--- config.mk ---
export PLATFORM = sky130hd
export DESIGN_NAME = bcd_clock_alarm
export DESIGN_NICKNAME = d
export VERILOG_FILES = /design/src/rtl/clock_pkg.sv /design/src/rtl/bcd_mod_counter.sv /design/src/rtl/bcd_clock_alarm.sv
export SDC_FILE = /design/constraint.sdc
export NUM_CORES = 1
export LEC_CHECK = 0
export CAP_MARGIN = 0
export CORE_UTILIZATION = 30
export DETAILED_ROUTE_END_ITERATION = 6
export PLACE_DENSITY = 0.53
export SYNTH_ARGS = -nofsm -noshare
export SYNTH_HDL_FRONTEND = slang
export SYNTH_HIERARCHICAL = 1
export SYNTH_SLANG_ARGS = --single-unit
--- constraint.sdc ---
create_clock -name clk -period 3.7 [get_ports clk]
set_input_delay 0.74 -clock clk [delete_from_list [all_inputs] [get_ports clk]]
set_output_delay 0.74 -clock clk [all_outputs]
set_load 0.005 [all_outputs]
--- src/rtl/clock_pkg.sv ---
// Shared constants, types and helpers for the BCD clock/alarm block.
package clock_pkg;

    localparam logic [7:0] SEC_MAX  = 8'h59;
    localparam logic [7:0] MIN_MAX  = 8'h59;
    localparam logic [7:0] HR12_MAX = 8'h12;
    localparam logic [7:0] HR12_MIN = 8'h01;
    localparam logic [7:0] HR24_MAX = 8'h23;

    typedef struct packed {
        logic [7:0] hh;
        logic [7:0] mm;
        logic [7:0] ss;
        logic       pm;
    } bcd_time_t;

    // Both nibbles of a two-digit BCD value must be decimal digits.
    function automatic logic bcd_digits_ok(input logic [7:0] v);
        return (v[7:4] <= 4'd9) && (v[3:0] <= 4'd9);
    endfunction

    // Shared by the time-load path and the alarm write path so both reject
    // exactly the same values.
    function automatic logic is_valid_bcd_time(input bcd_time_t t, input logic h24);
        logic ok;
        ok = bcd_digits_ok(t.hh) && bcd_digits_ok(t.mm) && bcd_digits_ok(t.ss)
             && (t.ss <= SEC_MAX) && (t.mm <= MIN_MAX);
        if (h24)
            ok = ok && (t.hh <= HR24_MAX);
        else
            ok = ok && (t.hh >= HR12_MIN) && (t.hh <= HR12_MAX);
        return ok;
    endfunction

    // Decimal increment of a two-digit BCD value; the caller handles the wrap.
    function automatic logic [7:0] bcd_inc(input logic [7:0] v);
        if (v[3:0] == 4'd9)
            return {v[7:4] + 4'd1, 4'd0};
        else
            return {v[7:4], v[3:0] + 4'd1};
    endfunction

endpackage

--- src/rtl/bcd_mod_counter.sv ---
// Two-digit BCD modulo counter (MIN..MAX) with synchronous load and carry out.
module bcd_mod_counter
    import clock_pkg::*;
#(
    parameter logic [7:0] MIN = 8'h00,
    parameter logic [7:0] MAX = 8'h59
) (
    input  logic       clk,
    input  logic       reset,
    input  logic       inc,
    input  logic       ld,
    input  logic [7:0] ld_val,
    output logic [7:0] val,
    output logic       carry
);

    // Carry is combinational so the next stage advances on the same edge.
    assign carry = inc && !ld && (val == MAX);

    // Load has priority over increment; wrap from MAX back to MIN.
    always_ff @(posedge clk or posedge reset) begin
        if (reset)
            val <= MIN;
        else if (ld)
            val <= ld_val;
        else if (inc)
            val <= (val == MAX) ? MIN : bcd_inc(val);
    end

endmodule

--- src/rtl/bcd_clock_alarm.sv ---
// BCD time-of-day clock with seconds prescaler, 12/24-hour build option,
// validated time load and a sticky, acknowledgeable alarm.
module bcd_clock_alarm
    import clock_pkg::*;
#(
    parameter int TICKS_PER_SEC = 1,
    parameter bit H24           = 1'b0
) (
    input  logic       clk,
    input  logic       reset,
    input  logic       ena,
    input  logic       load,
    input  logic [7:0] load_hh,
    input  logic [7:0] load_mm,
    input  logic [7:0] load_ss,
    input  logic       load_pm,
    input  logic       alarm_wr,
    input  logic       alarm_on,
    input  logic       alarm_ack,
    output logic       pm,
    output logic [7:0] hh,
    output logic [7:0] mm,
    output logic [7:0] ss,
    output logic       sec_tick,
    output logic       alarm,
    output logic       load_err
);

    localparam int PW = (TICKS_PER_SEC > 1) ? $clog2(TICKS_PER_SEC) : 1;
    localparam logic [PW-1:0] PRESC_LAST = PW'(TICKS_PER_SEC - 1);
    localparam logic [7:0]    HR_RESET   = H24 ? 8'h00 : HR12_MAX;

    logic [PW-1:0] presc_q;
    logic          tick;
    logic          adv;
    logic          load_valid;
    logic          load_ok;
    logic          wr_ok;
    logic          ss_carry;
    logic          mm_carry;
    logic [7:0]    hh_q;
    logic [7:0]    hh_next;
    logic          pm_q;
    logic          pm_next;
    logic          upd_q;
    logic          match;
    bcd_time_t     load_t;
    bcd_time_t     alarm_t;

    // The PM flag has no meaning in 24-hour builds, so it is forced low there.
    assign load_t     = {load_hh, load_mm, load_ss, (H24 ? 1'b0 : load_pm)};
    assign load_valid = is_valid_bcd_time(load_t, H24);
    assign load_ok    = load && load_valid;
    assign wr_ok      = alarm_wr && load_valid;

    // A valid load swallows the tick of the same cycle.
    assign tick = ena && (presc_q == PRESC_LAST);
    assign adv  = tick && !load_ok;

    // Seconds prescaler: counts enabled cycles, restarts on a valid load.
    always_ff @(posedge clk or posedge reset) begin
        if (reset)
            presc_q <= '0;
        else if (load_ok)
            presc_q <= '0;
        else if (ena)
            presc_q <= (presc_q == PRESC_LAST) ? '0 : presc_q + PW'(1);
    end

    bcd_mod_counter #(.MIN(8'h00), .MAX(SEC_MAX)) u_ss (
        .clk    (clk),
        .reset  (reset),
        .inc    (adv),
        .ld     (load_ok),
        .ld_val (load_ss),
        .val    (ss),
        .carry  (ss_carry)
    );

    bcd_mod_counter #(.MIN(8'h00), .MAX(MIN_MAX)) u_mm (
        .clk    (clk),
        .reset  (reset),
        .inc    (ss_carry),
        .ld     (load_ok),
        .ld_val (load_mm),
        .val    (mm),
        .carry  (mm_carry)
    );

    // Hour sequencing: 12,01..11,12 with PM flip at 11->12, or 00..23.
    always_comb begin
        hh_next = hh_q;
        pm_next = pm_q;
        if (load_ok) begin
            hh_next = load_hh;
            pm_next = load_t.pm;
        end else if (mm_carry) begin
            if (H24) begin
                hh_next = (hh_q == HR24_MAX) ? 8'h00 : bcd_inc(hh_q);
            end else if (hh_q == HR12_MAX) begin
                hh_next = HR12_MIN;
            end else begin
                hh_next = bcd_inc(hh_q);
                if (hh_q == 8'h11)
                    pm_next = ~pm_q;
            end
        end
    end

    // Hour and PM registers.
    always_ff @(posedge clk or posedge reset) begin
        if (reset) begin
            hh_q <= HR_RESET;
            pm_q <= 1'b0;
        end else begin
            hh_q <= hh_next;
            pm_q <= pm_next;
        end
    end

    assign hh = hh_q;
    // BCD ordering matches binary ordering, so a plain compare finds 12:00 and later.
    assign pm = H24 ? (hh_q >= HR12_MAX) : pm_q;

    // Alarm set-point registers, written only with a valid time.
    always_ff @(posedge clk or posedge reset) begin
        if (reset)
            alarm_t <= {HR_RESET, 8'h00, 8'h00, 1'b0};
        else if (wr_ok)
            alarm_t <= load_t;
    end

    // The compare looks at the freshly updated time one cycle after the update.
    assign match = upd_q && alarm_on
                   && (hh_q == alarm_t.hh) && (mm == alarm_t.mm) && (ss == alarm_t.ss)
                   && (H24 || (pm_q == alarm_t.pm));

    // Status pulses, update marker and the sticky alarm (a match beats an ack).
    always_ff @(posedge clk or posedge reset) begin
        if (reset) begin
            sec_tick <= 1'b0;
            load_err <= 1'b0;
            upd_q    <= 1'b0;
            alarm    <= 1'b0;
        end else begin
            sec_tick <= adv;
            load_err <= (load || alarm_wr) && !load_valid;
            upd_q    <= adv || load_ok;
            alarm    <= match || (alarm && !alarm_ack);
        end
    end

endmodule

; After elaboration in Yosys (flattened, before gate mapping)
; Cells that the tools add are included.
[word_totals]
reg_bits = 55
output_inout_bits = 28
[op_classes]
eq_ne = 12
n_reduce_logical = 42
n_addsub = 7
magnitude_cmp = 10
n_bitwise = 2
muxes = 19
[ops]
columns = op, count
row1 = 2-to-1 mux 8 bit, 12
row2 = "adder 4 x 1 -> 4 bit, second input constant", 6
row3 = equality test 8 bit, 3
row4 = "less-or-equal comparator 4 bit, second input constant", 6
row5 = logical AND 1 bit, 24
row6 = "equality test 8 x 5 -> 1 bit, second input constant", 2
row7 = "equality test 8 x 7 -> 1 bit, second input constant", 2
row8 = "less-or-equal comparator 8 x 7 -> 1 bit, second input constant", 2
row9 = "equality test 4 bit, second input constant", 3
row10 = nonzero test 2 bit, 5
row11 = nonzero test 3 bit, 3
row12 = "greater-or-equal comparator 8 x 1 -> 1 bit, second input constant", 1
row13 = "less-or-equal comparator 8 x 5 -> 1 bit, second input constant", 1
row14 = 2-to-1 mux 1 bit, 7
row15 = AND reduction 2 bit, 3
row16 = logical NOT 1 bit, 3
row17 = logical OR 1 bit, 3
row18 = AND reduction 3 bit, 1
row19 = "inequality test 2 bit, second input constant", 1
row20 = inverter 1 bit, 2
row21 = "adder 1 bit, second input constant", 1
row22 = equality test 1 bit, 1

; Longest topological paths before layout
; Gate-level depths: netlist of run 1.
[depth]
word_depth = 17
depth_mapped = 15

; By module
; The synthesis of run 1 kept the hierarchy.
[modules_own_cells]
columns = mod, area_each_um2, cells_per_inst, n_inst
row1 = bcd_clock_alarm, 2082.0, 174, 1
row2 = bcd_mod_counter, 598.1, 63, 2

; Least setup slack after synthesis of run 1
; OpenSTA, ideal clock, no wires.
[synth_path]
path_kind = input to register
start = input port load_hh[4]
end = register hh_q[4], in the netlist hh[4]
slack_ps = -254
setup_ps = 82
path_buffers = 1
required_ps = 3618
path_stages = 15
t_arrival_ps = 3872
path_cell_list = nor4_1 nand2_1 nand4_2 buf_2 and2_1 and4b_1 nand2_1 nor2_1 and4b_1 nand2_1 nor2_1 inv_1 o41ai_1 a22oi_1 mux2_2
[synth_between]
elab_chain_len = 17
word_cells_on_any_way = 21
cone_classes = order compare (3) / mux (1) / reduce/logical (17)
[synth_rtl]
columns = item, line
row1 = "start, declared", bcd_clock_alarm.sv:13  ; input logic [7:0] load_hh,
row2 = less-or-equal comparator 4 bit, clock_pkg.sv:19  ; return (v[7:4] <= 4'd9) && (v[3:0] <= 4'd9);
row3 = logical AND 1 bit, clock_pkg.sv:19
row4 = logical AND 1 bit (2 in series), clock_pkg.sv:26  ; ok = bcd_digits_ok(t.hh) && bcd_digits_ok(t.mm) && bcd_digits_ok(t.ss)
row5 = logical AND 1 bit (2 in series), clock_pkg.sv:27  ; && (t.ss <= SEC_MAX) && (t.mm <= MIN_MAX);
row6 = logical AND 1 bit, clock_pkg.sv:31  ; ok = ok && (t.hh >= HR12_MIN) && (t.hh <= HR12_MAX);
row7 = logical AND 1 bit *, clock_pkg.sv:31
row8 = logical AND 1 bit *, bcd_clock_alarm.sv:53  ; assign load_ok = load && load_valid;
row9 = logical NOT 1 bit *, bcd_clock_alarm.sv:58  ; assign adv = tick && !load_ok;
row10 = logical AND 1 bit *, bcd_clock_alarm.sv:58
row11 = net adv, bcd_clock_alarm.sv:35  ; logic adv;
row12 = logical AND 1 bit * (2 in series), bcd_mod_counter.sv:18  ; assign carry = inc && !ld && (val == MAX);
row13 = net ss_carry, bcd_clock_alarm.sv:39  ; logic ss_carry;
row14 = logical AND 1 bit * (2 in series), bcd_mod_counter.sv:18
row15 = net mm_carry, bcd_clock_alarm.sv:40  ; logic mm_carry;
row16 = nonzero test 2 bit (no line) *, --
row17 = AND reduction 2 bit (no line) *, --
row18 = "end signal, assigned", bcd_clock_alarm.sv:116  ; hh_q <= hh_next;
row19 = "end, declared", bcd_clock_alarm.sv:41  ; logic [7:0] hh_q;
; The timed path passes the listed nets; every way through them passes the cells marked *.
; A chain may end at the register's enable or synchronous reset.

; Worst setup path after layout of run 1
[layout_path]
start = input port load_hh[3]
end = register hh_q[4], in the netlist hh[4]
; The elaborated chain is that of the path after synthesis.

==> results of run 1 <==
logic make-up after synthesis:
family,count (synthesis),synth area share [%]
multiplexers,32,12.5
XOR/XNOR,32,8.55
flip-flops,54,41.4
buffers and inverters,27,3.66
AND/OR/NAND/NOR,82,17.0
AO/OA/AOI/OAI,63,13.1
adder cells (fa/ha/maj),10,3.82
how the worst max path moves through the flow:
| stage | start | endpoint | slack [ns] | cells after the start |
|---|---|---|---|---|
| finish | load_hh[3] | hh[4] | 0.28 | 16 |
| global route | load_hh[3] | hh[4] | 0.008 | 16 |
| CTS | load_hh[3] | hh[4] | 0.22 | 16 |
| detailed placement | load_hh[3] | hh[4] | -0.1 | 16 |
| global placement | load_hh[3] | hh[4] | -0.04 | 16 |
| floorplan | load_hh[4] | hh[4] | 0.03 | 15 |
synth_stat cells, types with 8 or more instances:
cell type / number / share of area, %
mux2_4: 15 / 6.9
nand2_1: 10 / 1.1
o21ai_0: 16 / 2.4
nor2b_1: 10 / 1.9
inv_1: 18 / 2.1
ha_1: 10 / 3.8
mux2_2: 12 / 4.1
dfrtp_1: 50 / 38
and2_1: 8 / 1.5
a21oi_1: 16 / 2.4
xor2_1: 15 / 4.0
nor3_1: 8 / 1.2
xnor2_1: 17 / 4.5
stage by stage:
stage / setup WS, ns / utilization, % / cell area, µm²
after global placement: -0.0408 / 40.3 / 4220
after global routing: 0.00841 / 41.5 / 4340
final: 0.280 / 41.5 / 4340
after CTS: 0.225 / 41.5 / 4340
after floorplan: 0.0264 / - / 3280
after detailed placement: -0.0996 / 40.3 / 4220
layer usage:
metal | part of all wire, % | vias up | GRT usage (%)
met5 | 0 | - | 0
met2 | 49 | 52 | 26.1
li1 | - | 1261 | -
met4 | 1.5 | 0 | 4.50
met1 | 46 | 1228 | 20.9
met3 | 3.5 | 9 | 2.51
power by group through the flow:
| stage | Clock [mW] | Sequential (mW) | Combinational (mW) |
|---|---|---|---|
| 3_5_place_dp | 0 | 0.759 | 0.414 |
| 2_1_floorplan | 0 | 0.733 | 0.207 |
| 5_1_grt | 0.465 | 0.761 | 0.451 |
| 6_report | 0.424 | 0.745 | 0.410 |
| 4_1_cts | 0.440 | 0.748 | 0.416 |
| 3_3_place_gp | 0 | 0.757 | 0.409 |
state kept, by name, summed over array words and instances, names as in the netlist:
register and flops:
u_mm/val 8, sec_tick 1, load_err 1, u_ss/val 8, alarm 1, hh 8, alarm_t 25, pm 1
upd_q 1
critical path, cell delays in order:
cell and delay [ns]:
clkdlybuf4s50_1 0.47, buf_4 0.17, nor4_1 0.17, nand2_1 0.13, nand4_2 0.11, and2_2 0.15, and4b_1 0.23, nand2_1 0.08
nor2_2 0.10, and4b_1 0.22, nand2_1 0.09, nor2_4 0.15, inv_1 0.08, o41ai_1 0.39, a22oi_1 0.12, mux2_2 0.28
layout make-up:
cell class / count / area, µm²
fill: 1050 / 6120
timing repair buffer: 89 / 816
tap: 136 / 170
clock buffer: 6 / 82.6
sequential: 54 / 1360
multi-input combinational: 219 / 1810
clock inverter: 2 / 38.8
inverter: 18 / 67.6
==> results.py, run 1 <==
metrics = {
    "power_and_ir_drop": {
        "p_clk_share_pct": 26.8,
        "peakVddDrop_mv": 0.151,
        "switching_share_pct": 29.5,
        "p_int_mw": 1.11,
        "finalPower_mw": 1.58,
        "powerDensity_mw_per_mm2": 363,
        "leakage_nw": 2.00,
        "p_comb_share_pct": 26.0,
        "power_frac_seq_pct": 47.2,
        "p_sw_mw": 0.465,
    },
    "floorplanning": {
        "start_util_pct": 31.3,
        "die_w_um": 107,
        "io_pins": 60,
        "core_mm2": 0.0105,
        "die_area_mm2": 0.0113,
        "die_height_um": 107,
        "rows": 37,
    },
    "cells_and_area": {
        "antennaDiodeCount": 0,
        "nets": 429,
        "drive_above_1_share_pct": 20.4,
        "finalNonFillerCells": 524,
        "final_cell_mix": "clkdlybuf4s50_1 (59), dfrtp_1 (50), buf_4 (30)",
        "areaGrowthSynthToFinish_pct": 32.5,
        "final_common_cell": "clkdlybuf4s50_1",
    },
    "synthesis": {
        "synth_nets": 342,
        "synthArstFlopShare_pct": 100,
        "synth_edf_count": 0,
        "ys_seq_elements": 54,
        "synth.distinct_cells": 48,
        "yosysWarnings": 6,
        "synth_area_mm2": 0.00328,
        "synth_flop_cell": "dfrtp_1",
        "synthCells": 300,
        "syn_area_per_cell_um2": 10.9,
        "ys_seq_area_share_pct": 41.4,
    },
    "drt": {
        "ant_nets": 0,
        "vias_per_cell": 4.87,
        "num_vias": 2550,
        "wirelength_mm": 8.36,
        "wl_per_cell_um": 16.0,
        "remaining_drc_errors": 0,
        "drt-initial-drc-count": 76,
        "drtPass1Iterations": 4,
    },
    "global_routing": {
        "grt.total_usage_pct": 15.7,
        "grt_pass1_vias": 2562,
        "antenna_found_initial": 0,
        "overflow": 0,
        "grt_max_degree": 39,
        "grt_pass1_wl_mm": 13.6,
    },
    "worst_setup_path": {
        "cp-start-kind": "primary input",
        "reg2reg_to": "hh[4]",
        "crit_fanout": 5,
        "reg2reg_slack_ns": 0.98,
        "reg2reg_depth": 11,
        "arrival_ns": 3.66,
        "crit_required_ns": 3.95,
        "r2r_start": "u_ss/val[0]",
        "critPathKind": "in2reg",
        "endpoint_kind": "flip-flop",
    },
    "clock_network": {
        "cts_resized": 0,
        "cts_tree": "built",
        "clock_sinks": 54,
        "insertion_delay_ns": 0.31,
        "cts_buffer_depth": 2,
        "cts.root.buffer_cell": "clkbuf_8",
        "cts_setup_buffers": 0,
        "htreeDepth": 2,
        "cts_buffers": 5,
        "cts.hold.buffers_added": 0,
        "clkTransAtPathRegs_ns": 0.09,
    },
    "sta": {
        "setup_viol": 0,
        "grt_setup_unrepaired": "no",
        "maxSlewHeadroom_pct": 42.2,
        "hold_viol_final": 0,
        "worst_clock_skew_ns": 0.0110,
        "tns_ns": 0,
        "max_freq_mhz": 292,
        "post-route-period-util_pct": 92.4,
        "fin_crit_ns": 3.42,
        "worst_pin_slew_ns": 0.866,
        "hold_ws_ns": 0.518,
        "slew_violations": 0,
    },
    "place": {
        "dp_hpwl_mm": 6.48,
        "dp_cells": 516,
        "gp_congestion": 0.771,
        "port_buffers": 59,
    },
    "flow_run": {
        "maxCapViolations": 0,
    },
    "min_path": {
        "hold_end": "alarm_t[16]",
        "hold_start": "alarm_t[16]",
        "hold_depth": 1,
        "hold_path.class": "reg2reg",
    },
    "run_status": {
        "status": "finished, final reports clean",
    },
}
No activity file was read; power rests on OpenSTA's default activity.
==> run 2: changes to the inputs <==
CORE_ASPECT_RATIO = 1.4   (was default)
CORE_UTILIZATION = 53   (was 30)
PLACE_DENSITY = 0.83   (was 0.53)
==> results.py, run 2 (same netlist as run 1, synthesis figures left out) <==
metrics = {
    "worst_setup_path": {
        "critPathKind": "in2reg",
        "reg2reg_depth": 12,
        "arrival_ns": 3.72,
        "cp-start-kind": "primary input",
        "crit_fanout": 5,
        "endpoint_kind": "flip-flop",
        "worstSetupStartpoint": "load_hh[3]",
        "r2r_start": "u_ss/val[1]",
        "crit_required_ns": 3.94,
    },
    "global_routing": {
        "overflow": 0,
        "grt_max_degree": 40,
        "grt_pass1_vias": 2645,
        "antenna_found_initial": 0,
        "grt.total_usage_pct": 26.9,
        "grt_pass1_wl_mm": 12.8,
    },
    "sta": {
        "slew_violations": 0,
        "worst_pin_slew_ns": 0.593,
        "worst_clock_skew_ns": 0.00927,
        "grt_setup_unrepaired": "no",
        "hold_viol_final": 0,
        "post-route-period-util_pct": 94.0,
        "fin_ws_ns": 0.221,
        "fin_crit_ns": 3.48,
        "tns_ns": 0,
        "maxSlewHeadroom_pct": 60.4,
        "setup_viol": 0,
        "max_freq_mhz": 287,
    },
    "drt": {
        "num_vias": 2622,
        "wl_per_cell_um": 17.9,
        "wirelength_mm": 7.99,
        "vias_per_cell": 5.88,
        "ant_nets": 0,
        "remaining_drc_errors": 0,
        "drt-initial-drc-count": 201,
        "drtPass1Iterations": 4,
    },
    "floorplanning": {
        "die_height_um": 95.1,
        "start_util_pct": 55.5,
        "die_area_mm2": 0.00651,
        "core_mm2": 0.00590,
        "io_pins": 60,
        "die_w_um": 68.5,
        "rows": 33,
    },
    "clock_network": {
        "cts_buffers": 5,
        "cts_setup_buffers": 0,
        "clkTransAtPathRegs_ns": 0.10,
        "insertion_delay_ns": 0.31,
        "cts.root.buffer_cell": "clkbuf_8",
        "cts.hold.buffers_added": 0,
        "clock_sinks": 54,
        "cts_tree": "built",
        "htreeDepth": 2,
        "cts_resized": 0,
        "cts_buffer_depth": 2,
    },
    "min_path": {
        "hold_depth": 1,
        "hold_path.class": "reg2reg",
        "hold_start": "alarm_t[8]",
    },
    "flow_run": {
        "maxCapViolations": 0,
    },
    "place": {
        "gp_congestion": 0.865,
        "port_buffers": 59,
        "pre_cts_slack_ns": -0.0376,
        "dp_hpwl_mm": 5.99,
    },
    "cells_and_area": {
        "largest_register_ffs": 25,
        "areaGrowthSynthToFinish_pct": 26.0,
        "final_cell_mix": "clkdlybuf4s50_1 (59), dfrtp_1 (50), inv_1 (18), buf_4 (18), xnor2_1 (17)",
        "final_common_cell": "clkdlybuf4s50_1",
        "antennaDiodeCount": 0,
        "nets": 417,
        "largest_register": "alarm_t",
        "drive_above_1_share_pct": 17.6,
        "fillers": 443,
    },
    "run_status": {
        "status": "finished, final reports clean",
    },
    "power_and_ir_drop": {
        "leakage_nw": 1.93,
        "powerDensity_mw_per_mm2": 358,
        "peakVddDrop_mv": 0.251,
        "finalPower_mw": 1.48,
    },
}
[run 2: cell types whose count changed in the layout (fill, tap and decap cells not counted)]
cell	delta
buf_4	-12
bufinv_16	-1
clkbuf_1	+1
clkbuf_8	-1
clkinv_2	+1
clkinv_4	+1
inv_6	-1
nor2_2	+1
nor2_4	-1
[run 2: where the power goes]
part | total, mW | switching [mW] | internal, mW | leakage (nW)
Clock | 0.330 | 0.196 | 0.134 | 0.0452
Sequential | 0.746 | 0.103 | 0.643 | 0.695
Combinational | 0.403 | 0.161 | 0.242 | 1.19
Total | 1.48 | 0.460 | 1.02 | 1.93
[run 2: through the flow]
stage | utilization [%] | hold slack, ns | std cells | instance area, µm²
2_1_floorplan | - | 0.474 | 300 | 3280
3_3_place_gp | 68.5 | 0.489 | 438 | 4050
3_5_place_dp | 68.5 | 0.496 | 438 | 4050
4_1_cts | 70.0 | 0.522 | 446 | 4130
5_1_grt | 70.0 | 0.527 | 446 | 4130
6_report | 70.0 | 0.521 | 446 | 4130
[run 2: per-layer routing]
| layer | GRT usage [%] | share of wire (%) | wire length [µm] | up-vias |
|---|---|---|---|---|
| li1 | - | - | - | 1226 |
| met1 | 31.9 | 41 | 3240 | 1311 |
| met2 | 47.2 | 53 | 4230 | 71 |
| met3 | 3.95 | 3.5 | 280 | 14 |
| met4 | 11.3 | 3.0 | 238 | 0 |
| met5 | 0 | 0 | 0 | - |
[run 2: path summary, 6_finish.rpt]
path / to / slack [ns]
max reg2reg: hh[4] / 0.94
min reg2reg: alarm_t[8] / 0.52
min in group asynchronous: u_ss/val[3] / 0.75
max: hh[4] / 0.22
max in group asynchronous: alarm_t[21] / 2.42
min: alarm_t[8] / 0.52
[run 2: area by class of cell]
type	count	area, µm²	share of cell area (%)
clock buffer	6	72.6	1.76
timing repair buffer	77	726	17.6
sequential	54	1360	32.8
multi-input combinational	219	1810	43.8
inverter	18	67.6	1.64
tap	70	87.6	2.12
clock inverter	2	13.8	0.333
[run 2: critical path: stages]
cell	delay, ns
clkdlybuf4s50_1	0.56
o21ai_0	0.13
and4_1	0.23
nand4_2	0.09
and2_2	0.15
and4b_1	0.23
nand2_1	0.08
nor2_2	0.10
and4b_1	0.24
nand2_1	0.07
nor2_2	0.20
inv_1	0.12
o41ai_1	0.38
a22oi_1	0.11
mux2_2	0.29
==> run 3: changes to the inputs <==
PLACE_DENSITY = 0.89   (was 0.83)
==> results.py, run 3 (same netlist as run 1, synthesis figures left out) <==
metrics = {
    "run_status": {
        "status": "finished, final reports clean",
    },
    "global_routing": {
        "grt_max_degree": 39,
        "grt.total_usage_pct": 28.9,
        "grt_pass1_vias": 2789,
        "grt_pass1_wl_mm": 13.7,
        "overflow": 0,
        "antenna_found_initial": 0,
    },
    "sta": {
        "fin_crit_ns": 3.43,
        "maxSlewHeadroom_pct": 46.0,
        "tns_ns": 0,
        "worst_clock_skew_ns": 0.0101,
        "post-route-period-util_pct": 92.8,
        "max_freq_mhz": 291,
        "slew_violations": 0,
        "worst_pin_slew_ns": 0.809,
        "grt_setup_unrepaired": "no",
        "setup_viol": 0,
        "hold_viol_final": 0,
    },
    "drt": {
        "remaining_drc_errors": 0,
        "wl_per_cell_um": 19.1,
        "wirelength_mm": 8.56,
        "ant_nets": 0,
        "num_vias": 2724,
        "vias_per_cell": 6.07,
        "drtPass1Iterations": 4,
        "drt-initial-drc-count": 245,
    },
    "cells_and_area": {
        "areaGrowthSynthToFinish_pct": 27.4,
        "final_cell_mix": "clkdlybuf4s50_1 (59), dfrtp_1 (50), buf_4 (21)",
        "largest_register_ffs": 25,
        "multi_input_area_mm2": 0.00181,
        "finalNonFillerCells": 449,
        "largest_register": "alarm_t",
        "register_area_mm2": 0.00136,
        "antennaDiodeCount": 0,
        "final_common_cell": "clkdlybuf4s50_1",
        "fillers": 427,
        "drive_above_1_share_pct": 18.2,
        "fin_area_mm2": 0.00418,
        "nets": 420,
    },
    "worst_setup_path": {
        "crit_path_max_incr_delay_ns": 0.48,
        "crit_required_ns": 3.90,
        "worstSetupStartpoint": "load_hh[0]",
        "path_common_cell": "nand2_1",
        "cp.buffers_inverters": 2,
        "cp-start-kind": "primary input",
        "r2r_start": "u_ss/val[1]",
        "critPathKind": "in2reg",
        "crit_fanout": 5,
        "crit_slowest_cell": "clkdlybuf4s50_1",
        "critical_path.cell_chain": "clkdlybuf4s50_1 -> nor4_1 -> nand2_1 -> nand4_2 -> and2_2 -> and4b_1 -> nand2_1 -> nor2_2 -> and4b_1 -> nand2_1 -> nor2_2 -> nand3b_1 -> buf_4 -> nor3_1 -> xor2_1 -> and2_1",
        "arrival_ns": 3.64,
        "endpoint_kind": "flip-flop",
        "path_delay_family": "simple AND/OR/NAND/NOR gates",
    },
    "flow_run": {
        "maxCapViolations": 0,
    },
    "power_and_ir_drop": {
        "leakage_nw": 1.95,
        "switching_share_pct": 30.4,
        "p_sw_mw": 0.476,
        "p_comb_share_pct": 27.0,
        "powerDensity_mw_per_mm2": 375,
        "finalPower_mw": 1.57,
        "p_clk_share_pct": 25.2,
        "peakVddDrop_mv": 0.282,
        "p_int_mw": 1.09,
        "power_frac_seq_pct": 47.8,
    },
    "place": {
        "dp_cells": 441,
        "placed_area_mm2": 0.00407,
        "dp_hpwl_mm": 6.24,
        "gp_congestion": 0.894,
        "port_buffers": 59,
    },
    "clock_network": {
        "clock_sinks": 54,
        "cts.root.buffer_cell": "clkbuf_8",
        "cts_setup_buffers": 0,
        "cts_buffer_depth": 2,
        "cts.hold.buffers_added": 0,
        "cts_buffers": 5,
        "clkTransAtPathRegs_ns": 0.09,
        "htreeDepth": 2,
        "insertion_delay_ns": 0.31,
        "cts_tree": "built",
        "cts_resized": 0,
    },
    "floorplanning": {
        "die_height_um": 95.1,
        "io_pins": 60,
        "start_util_pct": 55.5,
        "rows": 33,
        "die_area_mm2": 0.00651,
        "die_w_um": 68.5,
        "core_mm2": 0.00590,
    },
    "min_path": {
        "hold_start": "alarm_t[8]",
        "hold_path.class": "reg2reg",
    },
}
-- run 3: changes by cell type in the layout (fill, tap and decap cells not counted), sizes merged --
cell,previous run,this run
clkinv,2,0
bufinv,0,1
buf,18,21
clkinvlp,0,1
-- run 3: through the flow --
stage	util, %	worst slack [ns]	hold WS, ns
floorplan	-	0.0264	0.474
global placement	68.9	0.0820	0.489
detailed placement	68.9	-0.0306	0.500
CTS	70.8	0.301	0.523
global route	70.8	0.104	0.558
finish	70.8	0.267	0.522
-- run 3: metal layers --
layer | vias up | wire length (µm) | global-route usage (%)
met3 | 29 | 433 | 5.86
met1 | 1350 | 3270 | 33.3
met5 | - | 0 | 0
li1 | 1235 | - | -
met2 | 110 | 4430 | 47.7
met4 | 0 | 432 | 18.4
-- run 3: final timing paths --
check / depth (start not counted) / slack [ns] / endpoint
max in group asynchronous: 3 / 1.94 / hh[4]
worst min-delay path: 1 / 0.52 / alarm_t[8]
worst max-delay path: 16 / 0.27 / hh[6]
worst min register to register: 1 / 0.52 / alarm_t[8]
worst max register to register: 13 / 1.06 / hh[6]
min in group asynchronous: 2 / 0.75 / u_mm/val[2]
-- run 3: final cells by class --
cell class / count / area share (%)
inverters: 18 / 1.62
repair buffers: 80 / 17.9
flip-flops and latches: 54 / 32.5
well taps: 70 / 2.10
clock buffers: 6 / 1.74
multi-input cells: 219 / 43.3
clock inverters: 2 / 0.898
-- run 3: power by group through the flow --
stage	combinational, mW	sequential, mW	clock (mW)
global placement	0.389	0.755	0
finish	0.423	0.748	0.394
global route	0.456	0.758	0.424
detailed placement	0.404	0.758	0
CTS	0.418	0.747	0.401
floorplan	0.207	0.733	0
